### src/rtl/mutative_tree_plru_pkg.sv
// Shared types for the mutative cache tree pseudo-LRU engine.
// Holds mode/FSM types, default geometry and the subtree root helper.
package mutative_types;

    localparam int PLRU_WAYS      = 8;
    localparam int PLRU_SETS      = 16;
    localparam int PLRU_L         = $clog2(PLRU_WAYS);
    localparam int PLRU_MODE_BITS = $clog2(PLRU_L + 1);

    typedef logic [PLRU_MODE_BITS-1:0] plru_mode_t;

    typedef enum logic {
        IDLE,
        FLUSH
    } plru_state_t;

    // Heap index of the subtree root for mode k and way group bank.
    // Only the low (l-k) bits of bank select the group.
    function automatic int subtree_root(
        input int l,
        input int k,
        input int bank
    );
        int span;
        span = 1 << (l - k);
        return span + (bank & (span - 1));
    endfunction

endpackage

### src/rtl/mutative_tree_plru_if.sv
// Controller <-> PLRU bundle: mode requests, set lookup, touches,
// victim outputs. master = cache controller, slave = PLRU engine.
interface mutative_tree_plru_if
    import mutative_types::*;
#(
    parameter int WAYS = PLRU_WAYS,
    parameter int SETS = PLRU_SETS
);
    localparam int WIB = $clog2(WAYS);
    localparam int SIB = $clog2(SETS);
    localparam int MB  = $clog2(WIB + 1);

    logic [MB-1:0]  mode_i;
    logic           mode_we;
    logic [SIB-1:0] set_idx;
    logic [WIB-1:0] bank_sel;
    logic           touch_valid;
    logic [WIB-1:0] touch_way;
    logic [WIB-1:0] evict_way;
    logic [WAYS-1:0] evict_we;
    logic [MB-1:0]  mode_o;
    logic           busy;

    modport master (
        output mode_i, mode_we, set_idx, bank_sel,
        output touch_valid, touch_way,
        input  evict_way, evict_we, mode_o, busy
    );

    modport slave (
        input  mode_i, mode_we, set_idx, bank_sel,
        input  touch_valid, touch_way,
        output evict_way, evict_we, mode_o, busy
    );

endinterface

### src/rtl/mutative_tree_plru_walk.sv
// Combinational tree walk: victim descent and touch update from root.
// Ports: bits/k/g/touch_way in; victim leaf and updated bits out.
module mutative_plru_walk
    import mutative_types::*;
#(
    parameter  int WAYS = PLRU_WAYS,
    localparam int L    = $clog2(WAYS),
    localparam int MB   = $clog2(L + 1)
) (
    input  logic [WAYS-2:0] bits,
    input  logic [MB-1:0]   k,
    input  logic [L-1:0]    g,
    input  logic [L-1:0]    touch_way,
    output logic [L-1:0]    victim,
    output logic [WAYS-2:0] bits_nxt
);

    logic [L:0]   vn;
    logic [L:0]   tn;
    logic [L:0]   leaf;
    logic [L:0]   step;
    logic [L-1:0] vidx;
    logic [L-1:0] tidx;
    logic         dir;

    // Node n lives at bits[n-1]; leaf WAYS+w is way w, so after k
    // levels the low L bits of the node index are the way number.
    always_comb begin
        vn       = (L+1)'(subtree_root(L, int'(k), int'(g)));
        tn       = vn;
        leaf     = {1'b1, touch_way};
        step     = '0;
        vidx     = '0;
        tidx     = '0;
        dir      = 1'b0;
        bits_nxt = bits;
        for (int i = 0; i < L; i++) begin
            if (i < int'(k)) begin
                vidx = L'(vn - 1'b1);
                vn   = {vn[L-1:0], bits[vidx]};
                tidx = L'(tn - 1'b1);
                step = leaf >> (int'(k) - i - 1);
                dir  = step[0];
                // LRU side is the one not taken.
                bits_nxt[tidx] = ~dir;
                tn   = {tn[L-1:0], dir};
            end
        end
        victim = vn[L-1:0];
    end

endmodule

### src/rtl/mutative_tree_plru.sv
// Tree PLRU engine: per-set tree bits, mode register, flush FSM.
// Ports: clk, rst (sync, active-high), bus (slave side of the bundle).
module mutative_tree_plru
    import mutative_types::*;
#(
    parameter  int WAYS         = PLRU_WAYS,
    parameter  int SETS         = PLRU_SETS,
    localparam int WAY_IDX_BITS = $clog2(WAYS),
    localparam int SET_IDX_BITS = $clog2(SETS),
    localparam int MODE_BITS    = $clog2(WAY_IDX_BITS + 1)
) (
    input logic                clk,
    input logic                rst,
    mutative_tree_plru_if.slave bus
);

    localparam int L = WAY_IDX_BITS;

    logic [WAYS-2:0]         tree_q [SETS];
    logic [MODE_BITS-1:0]    mode_q;
    logic [MODE_BITS-1:0]    mode_d;
    plru_state_t             state_q;
    plru_state_t             state_d;
    logic [SET_IDX_BITS-1:0] ptr_q;
    logic [SET_IDX_BITS-1:0] ptr_d;

    logic            mode_ok;
    logic            clr;
    logic            touch_en;
    logic [L-1:0]    grp;
    logic [L-1:0]    victim;
    logic [WAYS-2:0] rd_bits;
    logic [WAYS-2:0] wr_bits;

    assign rd_bits = tree_q[bus.set_idx];

    assign mode_ok = bus.mode_we
                  && (state_q == IDLE)
                  && (bus.mode_i != mode_q)
                  && (int'(bus.mode_i) <= L);

    always_comb begin
        grp = bus.bank_sel
            & L'((1 << (L - int'(mode_q))) - 1);
    end

    mutative_plru_walk #(
        .WAYS (WAYS)
    ) u_walk (
        .bits      (rd_bits),
        .k         (mode_q),
        .g         (grp),
        .touch_way (bus.touch_way),
        .victim    (victim),
        .bits_nxt  (wr_bits)
    );

    always_comb begin
        state_d  = state_q;
        ptr_d    = ptr_q;
        mode_d   = mode_q;
        clr      = 1'b0;
        touch_en = 1'b0;
        unique case (state_q)
            IDLE: begin
                if (mode_ok) begin
                    mode_d  = bus.mode_i;
                    state_d = FLUSH;
                    ptr_d   = '0;
                end else begin
                    // Mode 0 has no tree, so touches are no-ops.
                    touch_en = bus.touch_valid
                            && (mode_q != '0);
                end
            end
            FLUSH: begin
                clr = 1'b1;
                if (int'(ptr_q) == SETS - 1) begin
                    state_d = IDLE;
                    ptr_d   = '0;
                end else begin
                    ptr_d = ptr_q + 1'b1;
                end
            end
            default: begin
                state_d = IDLE;
            end
        endcase
    end

    always_ff @(posedge clk) begin
        if (rst) begin
            state_q <= IDLE;
            ptr_q   <= '0;
            mode_q  <= MODE_BITS'(L);
            for (int s = 0; s < SETS; s++) begin
                tree_q[s] <= '0;
            end
        end else begin
            state_q <= state_d;
            ptr_q   <= ptr_d;
            mode_q  <= mode_d;
            if (clr) begin
                tree_q[ptr_q] <= '0;
            end else if (touch_en) begin
                tree_q[bus.set_idx] <= wr_bits;
            end
        end
    end

    assign bus.busy      = (state_q == FLUSH);
    assign bus.mode_o    = mode_q;
    assign bus.evict_way = victim;
    assign bus.evict_we  = bus.busy
                         ? '0
                         : (WAYS'(1) << victim);

endmodule

### src/flat_wrapper.sv
// flat-port wrapper written by rule: the top's interface ports become plain ports
module mutative_tree_plru_flat import mutative_types::*;
#(
    parameter  int WAYS         = PLRU_WAYS,
    parameter  int SETS         = PLRU_SETS,
    localparam int WAY_IDX_BITS = $clog2(WAYS),
    localparam int SET_IDX_BITS = $clog2(SETS),
    localparam int MODE_BITS    = $clog2(WAY_IDX_BITS + 1)
)
  (clk, rst, bus_mode_i, bus_mode_we, bus_set_idx, bus_bank_sel, bus_touch_valid, bus_touch_way, bus_evict_way, bus_evict_we, bus_mode_o, bus_busy);
  mutative_tree_plru_if #(.WAYS(WAYS), .SETS(SETS)) bus_i ();
  input logic clk;
  input logic rst;
  input wire logic [$bits(bus_i.mode_i)-1:0] bus_mode_i;
  input wire logic [$bits(bus_i.mode_we)-1:0] bus_mode_we;
  input wire logic [$bits(bus_i.set_idx)-1:0] bus_set_idx;
  input wire logic [$bits(bus_i.bank_sel)-1:0] bus_bank_sel;
  input wire logic [$bits(bus_i.touch_valid)-1:0] bus_touch_valid;
  input wire logic [$bits(bus_i.touch_way)-1:0] bus_touch_way;
  output wire logic [$bits(bus_i.evict_way)-1:0] bus_evict_way;
  output wire logic [$bits(bus_i.evict_we)-1:0] bus_evict_we;
  output wire logic [$bits(bus_i.mode_o)-1:0] bus_mode_o;
  output wire logic [$bits(bus_i.busy)-1:0] bus_busy;
  assign bus_i.mode_i = bus_mode_i;
  assign bus_i.mode_we = bus_mode_we;
  assign bus_i.set_idx = bus_set_idx;
  assign bus_i.bank_sel = bus_bank_sel;
  assign bus_i.touch_valid = bus_touch_valid;
  assign bus_i.touch_way = bus_touch_way;
  assign bus_evict_way = bus_i.evict_way;
  assign bus_evict_we = bus_i.evict_we;
  assign bus_mode_o = bus_i.mode_o;
  assign bus_busy = bus_i.busy;
  mutative_tree_plru #(.WAYS(WAYS), .SETS(SETS)) u_core (.clk(clk), .rst(rst), .bus(bus_i));
endmodule
### config.mk
export PLATFORM = sky130hd
export DESIGN_NAME = mutative_tree_plru_flat
export DESIGN_NICKNAME = d
export VERILOG_FILES = /design/src/rtl/mutative_tree_plru_pkg.sv /design/src/rtl/mutative_tree_plru_if.sv /design/src/rtl/mutative_tree_plru_walk.sv /design/src/rtl/mutative_tree_plru.sv /design/src/flat_wrapper.sv
export SDC_FILE = /design/constraint.sdc
export NUM_CORES = 1
export LEC_CHECK = 0
export CAP_MARGIN = 15
export CORE_ASPECT_RATIO = 1.5
export CORE_MARGIN = 1.5
export CORE_UTILIZATION = 50
export CTS_CLUSTER_DIAMETER = 120
export DETAILED_ROUTE_END_ITERATION = 8
export GPL_TIMING_DRIVEN = 0
export HOLD_SLACK_MARGIN = 0.02
export PLACE_DENSITY = 0.78
export SETUP_SLACK_MARGIN = 0.5
export SLEW_MARGIN = 40
export SYNTH_ARGS = -nofsm -noshare
export SYNTH_HDL_FRONTEND = slang
export SYNTH_SLANG_ARGS = --single-unit
### constraint.sdc
create_clock -name clk -period 19.8 [get_ports clk]
set_clock_uncertainty 0.2 [all_clocks]
set_input_delay 1.98 -clock clk [delete_from_list [all_inputs] [get_ports clk]]
set_output_delay 1.98 -clock clk [all_outputs]
set_load 0.01 [all_outputs]
* Word level (Yosys, flattened, before mapping)
Memories as Yosys holds them, arrays and structs flattened.
Cells that the tools add are included.
Widths: inputs -> output; s select.
** Cells by class
- Add/subtract/negate cells :: 13
- Order comparisons :: 11
- Eq/ne operators :: 3
- Shifts and indexed selects :: 5
- Multiplexer cells :: 48
- Bitwise gates (word level) :: 6
- Reduce and logical (&&, ||, !) cells :: 10
** Operator list (count)
- $shr 4x32->1 :: 3
- $mux 7 :: 5
- $shl 1x32->3 const A :: 1
- $mux 1 :: 22
- $bwmux 7 :: 3
- $lt 3x4->1 const B :: 5
- $mux 4 :: 4
- $mux 3 :: 5
- $sub 3x1->3 const B :: 5
- $reduce_or 7->1 :: 2
- $bmux 1 s3 :: 3
- $demux 1 s3 :: 3
- $ge 3x1->1 const B :: 3
- $mux 8 :: 1
- $pmux 4 s2 :: 1
- $shl 1x3->8 const A :: 1
- $sub 3x2->4 const B :: 2
- $and 3x3->3 :: 2
- $logic_and 1x1->1 :: 6
- $add 4x1->4 const B :: 1
- $eq 4x1->1 const B :: 1
- $lt 1x2->1 const A :: 2
- $not 1->1 :: 4
- $add 3x3->3 :: 1
- 10 further kinds :: 10
** Storage, ports and cells
- Register bits after elaboration :: 7
- Bits in writable memories :: 112
- Input port bits :: 16
- Output and inout port bits :: 14
- Memories :: 1
** Memories
- u_core.tree_q :: depth 16, width 7, read ports 1, clocked after memory_dff 0, wr ports 16, line mutative_tree_plru.sv:19 : logic [WAYS-2:0] tree_q [SETS];

* Logic depth before layout (Yosys ltp)
- Word-level depth :: 20
- Gate-level depth with buffers :: 26

* Hierarchy
A second synthesis with hierarchy kept.
** Second synthesis, totals
- Cells, all modules :: 651
- Area total of the unflattened synthesis :: 7320.8 um2
** By module, submodules not included
- mutative_tree_plru :: times used 1, cells an instance 470, area an instance 6043.3 um2
- mutative_plru_walk :: times used 1, cells an instance 181, area an instance 1277.5 um2

* Least setup slack after synthesis
No wires, ideal clock.
- Kind :: input to output
- Start point :: input bus_bank_sel[0]
- End point :: output bus_evict_we[1]
- Data arrival time :: 7.301 ns
- Data required time :: 17.620 ns
- Setup slack :: 10.319 ns
- Cell stages on the path :: 25
- Cell sequence :: or2_2 clkbuf_1 inv_1 ha_1 a21boi_1 or4_4 nand2_2 buf_6 nor4_4 o31ai_4 inv_1 ha_1 nand2_1 or4_1 o2111ai_1 or4b_1 a31oi_1 mux2i_4 ha_1 or4_1 and3b_1 nor3b_1 o21ai_0 mux2i_4 nor3b_1
** On the way
- Word-level cells in the longest chain between the ends :: 17
** RTL lines
- from (decl) :: line flat_wrapper.sv:17 : input wire logic [$bits(bus_i.bank_sel)-1:0] bus_bank_sel;
- $and 3x3->3 * :: line mutative_tree_plru.sv:44 : & L'((1 << (L - int'(mode_q))) - 1);
- $and 3x3->3 * :: line mutative_tree_plru_pkg.sv:26 : return span + (bank & (span - 1));
- $add 3x3->3 * :: line mutative_tree_plru_pkg.sv:26
- $sub 3x1->3 :: line mutative_tree_plru_walk.sv:39 : vidx = L'(vn - 1'b1);
- $bmux 1 s3 :: line mutative_tree_plru_walk.sv:40 : vn = {vn[L-1:0], bits[vidx]};
- $mux 1 (not written as such) :: line mutative_tree_plru_walk.sv:40
- $mux 3 * :: line mutative_tree_plru_walk.sv:38 : if (i < int'(k)) begin
- $sub 3x1->3 :: line mutative_tree_plru_walk.sv:39
- (+2 left out)
- $mux 3 * :: line mutative_tree_plru_walk.sv:38
- $sub 3x1->3 :: line mutative_tree_plru_walk.sv:39
- $bmux 1 s3 :: line mutative_tree_plru_walk.sv:40
- $mux 1 (not written as such) :: line mutative_tree_plru_walk.sv:40
- $mux 3 * :: line mutative_tree_plru_walk.sv:38
- via bus_evict_way[0] :: line flat_wrapper.sv:20 : output wire logic [$bits(bus_i.evict_way)-1:0] bus_evict_way;
- $shl 1x3->8 * :: line mutative_tree_plru.sv:116 : : (WAYS'(1) << victim);
- $mux 8 * :: line mutative_tree_plru.sv:115 : ? '0
- to (decl) :: line flat_wrapper.sv:21 : output wire logic [$bits(bus_i.evict_we)-1:0] bus_evict_we;
The timed path passes the listed nets; every way through them passes the cells marked *. The select of a mux whose other input is x is not followed.

* Final worst setup path
- Start point :: input bus_bank_sel[0]
- End point :: output bus_evict_we[3]
** On the way
- Word-level cells in the longest chain between the ends :: 17
** RTL lines (line)
- $and 3x3->3 * :: mutative_tree_plru.sv:44
- $and 3x3->3 * :: mutative_tree_plru_pkg.sv:26
- $add 3x3->3 * :: mutative_tree_plru_pkg.sv:26
- $sub 3x1->3 :: mutative_tree_plru_walk.sv:39
- $bmux 1 s3 :: mutative_tree_plru_walk.sv:40
- $mux 1 (not written as such) :: mutative_tree_plru_walk.sv:40
- $mux 3 * :: mutative_tree_plru_walk.sv:38
- $sub 3x1->3 :: mutative_tree_plru_walk.sv:39
- $bmux 1 s3 :: mutative_tree_plru_walk.sv:40
- $mux 1 (not written as such) :: mutative_tree_plru_walk.sv:40
- $mux 3 * :: mutative_tree_plru_walk.sv:38
- $sub 3x1->3 :: mutative_tree_plru_walk.sv:39
- $bmux 1 s3 :: mutative_tree_plru_walk.sv:40
- $mux 1 (not written as such) :: mutative_tree_plru_walk.sv:40
- $mux 3 * :: mutative_tree_plru_walk.sv:38
- $shl 1x3->8 * :: mutative_tree_plru.sv:116
- $mux 8 * :: mutative_tree_plru.sv:115
Mark *: on every way between the ends. The rest lies on a longest branch, timed or not. The select of a mux whose other input is x is not followed.

==> results.toml <==
[run_status]
status = "finished clean"

[clocking]
clk_path_buf_depth = 2
cts.sinks = 119
clk_pin_slew_worst_paths_ns = 0.05
cts_tree = "done"
cts.repair.resized = 0
hold_buffers = 0
cts_setup_buffers = 0
h-tree-depth = 4
cts_buffers = 17
clk_latency_ns = 0.43
root_buffer = "clkbuf_16"

[critical_path]
critPathCaptureType = "output pin"
cp_common_cell = "ha_1"
slowest_delay_ns = 0.59
critPathBufInv = 6
arrival_ns = 9.20
crit_path_top_delay_cell = "or4b_1"
critPathKind = "primary input to output pin"
crit_fanout = 10
start_kind = "primary input"
cpLargestDelayFamily = "simple AND/OR/NAND/NOR gates"
cp.required_ns = 17.62

[sta]
setup_viol = 0
setup_slack_ns = 8.42
period_share = 0.575
hold_violations = 0
fmax_ghz = 0.0879
worst_pin_slew_ns = 0.926
slew_headroom = 0.376
final.setup.tns_ns = 0
rsz0062_at_grt = "no"
final_max_slew_viol_count = 0
timing.hold.ws_ns = 0.374
post-route-min-period_ns = 11.38

[grt]
grt_pass1_wl_um = 31600
grt_max_degree = 17
first_global_vias = 5799
grt_overflow = 0
antenna_found_initial = 0
grt.total_usage = 0.288

[routing]
wl_um = 21000
dr.pass1.iters = 5
met3_length_um = 1240
top_layer = "met4"
wl_per_cell_um = 22.0
drc_errors = 0
ant_nets = 0
met2_length_um = 10900
vias = 5879
drtIter0Drc = 572
routed_via_density = 6.16
m1WireLength_um = 7640

[cells_and_area]
instances_no_fill = 954
antenna_cells = 0
register_area_mm2 = 0.00350
multi_input_area_mm2 = 0.00339
drive_gt1_frac = 0.0997
area_growth_syn_to_layout_pct = 15.5
final_util = 0.590
final_area_mm2 = 0.00825
fillers = 1157
final_nets = 776

[floorplan]
ios = 30
rows = 53
die_y_um = 149
core_mm2 = 0.0140
die_w_um = 101
dieArea_mm2 = 0.0150
start_util = 0.511

[place]
hpwl_um = 15500
io_buffers = 28
place_ws_ns = 8.51
dp.cells = 921
placed_area_mm2 = 0.00768
gp_congestion = 1.01

[synth]
synthTopCellsByArea = "edfxtp_1 47%, mux2i_1 7.6%, nor2_1 7.5%"
syn_avg_cell_area_um2 = 10.2
syn_area_mm2 = 0.00715
ys_seq_elements = 119
synthesis.nets = 726
synth_top_cell_by_area = "edfxtp_1"
yosysTopAreaCellShare = 0.471
yosys_warnings = 0
async_flop_share = 0
synth_edf_count = 112
syn_inst = 699
yosysUniqueCellTypes = 73
ys.flop_type = "edfxtp_1"
synth.yosys.seq_area_share = 0.490

[power_and_ir_drop]
power.leakage_nw = 2.96
power_frac_comb = 0.286
seq_power_share = 0.351
pwr-share-clk = 0.363
total_power_uw = 824
intPower_uw = 565
sw_frac_of_total = 0.314
vdd_ir_drop_max_v = 0.000105
p_per_area_mw_per_mm2 = 99.9
p_switching_uw = 259

[job]
max-cap-violations = 0

[hold_path]
hold_class = "flop to flop"
[synth_stat cells, drive strengths merged (12+ instances only)]
cell    instances
buf            19
nor2b          12
nand3          23
clkbuf         21
nor3           12
edfxtp        112
o21ai          22
nand2          69
a21oi          13
nor2          142
nand4          13
mux2i          57
a22oi          23
inv            16
[registers in the layout (all words and copies together), names as in the netlist]
| signal | count |
|---|---|
| u_core.ptr_q | 4 |
| u_core.bus.busy | 1 |
| u_core.bus.mode_o | 2 |
| u_core.tree_q | 112 |
[placed cells by master, fill, tap and decap left out, types with 5 or more instances in the layout]
cell,Yosys,final
a21oi_1,13,13
a22oi_1,23,23
a31oi_1,6,6
and2_1,6,6
buf_2,8,11
clkbuf_1,21,22
clkbuf_16,0,17
clkdlybuf4s50_1,0,28
dfxtp_1,7,7
edfxtp_1,112,112
ha_1,11,11
inv_1,16,16
mux2i_1,54,54
mux4_2,7,7
nand2_1,68,68
nand2b_1,9,9
nand3_1,23,23
nand4_1,13,13
nor2_1,142,142
nor2b_1,12,12
nor3_1,12,12
nor3b_1,6,6
o211ai_1,11,11
o21ai_0,20,20
o22ai_1,5,5
or3_1,5,5
[tightest hold or removal path: cells and delay by family (launching register included)]
family	cells	cell delay, ns
DFF	1	0.36
AOI/OAI and AO/OA	2	0.16
[power groups by stage]
stage	Clock [mW]	Sequential, mW	Combinational (mW)
floorplan	0	0.293	0.160
CTS	0.297	0.290	0.232
global placement	0	0.294	0.225
detailed placement	0	0.295	0.231
finish	0.299	0.290	0.236
global route	0.309	0.290	0.252
[layer usage]
layer | up-vias | GRT usage
met4 | 0 | 0.164
met5 | - | 0
met3 | 89 | 0.0621
met1 | 2813 | 0.306
li1 | 2684 | -
met2 | 293 | 0.519
[worst paths after layout]
check,startpoint,to,slack (ns),depth (start not counted)
setup / recovery,bus_bank_sel[0],bus_evict_we[3],8.42,27
hold reg to reg,u_core.ptr_q[2],u_core.ptr_q[2],0.37,2
hold / removal,u_core.ptr_q[2],u_core.ptr_q[2],0.37,2
setup reg to reg,u_core.bus.mode_o[1],u_core.tree_q[0][1],14.47,15
[layout make-up]
| class | count | area share |
|---|---|---|
| clock inverter | 14 | 0.0164 |
| inverter | 16 | 0.00728 |
| multi-input combinational | 524 | 0.410 |
| clock buffer | 18 | 0.0520 |
| tap | 192 | 0.0291 |
| sequential | 119 | 0.425 |
| buffer | 40 | 0.0244 |
| timing repair buffer | 31 | 0.0358 |
[cell families after synthesis]
family                   share of synthesized area
AND/OR/NAND/NOR                              0.218
flip-flops                                   0.490
AO/OA/AOI/OAI                                0.115
multiplexers                                 0.113
buffers and inverters                       0.0366
adder cells (fa/ha/maj)                     0.0193
XOR/XNOR                                   0.00735
No activity file was read; power rests on OpenSTA's default activity.
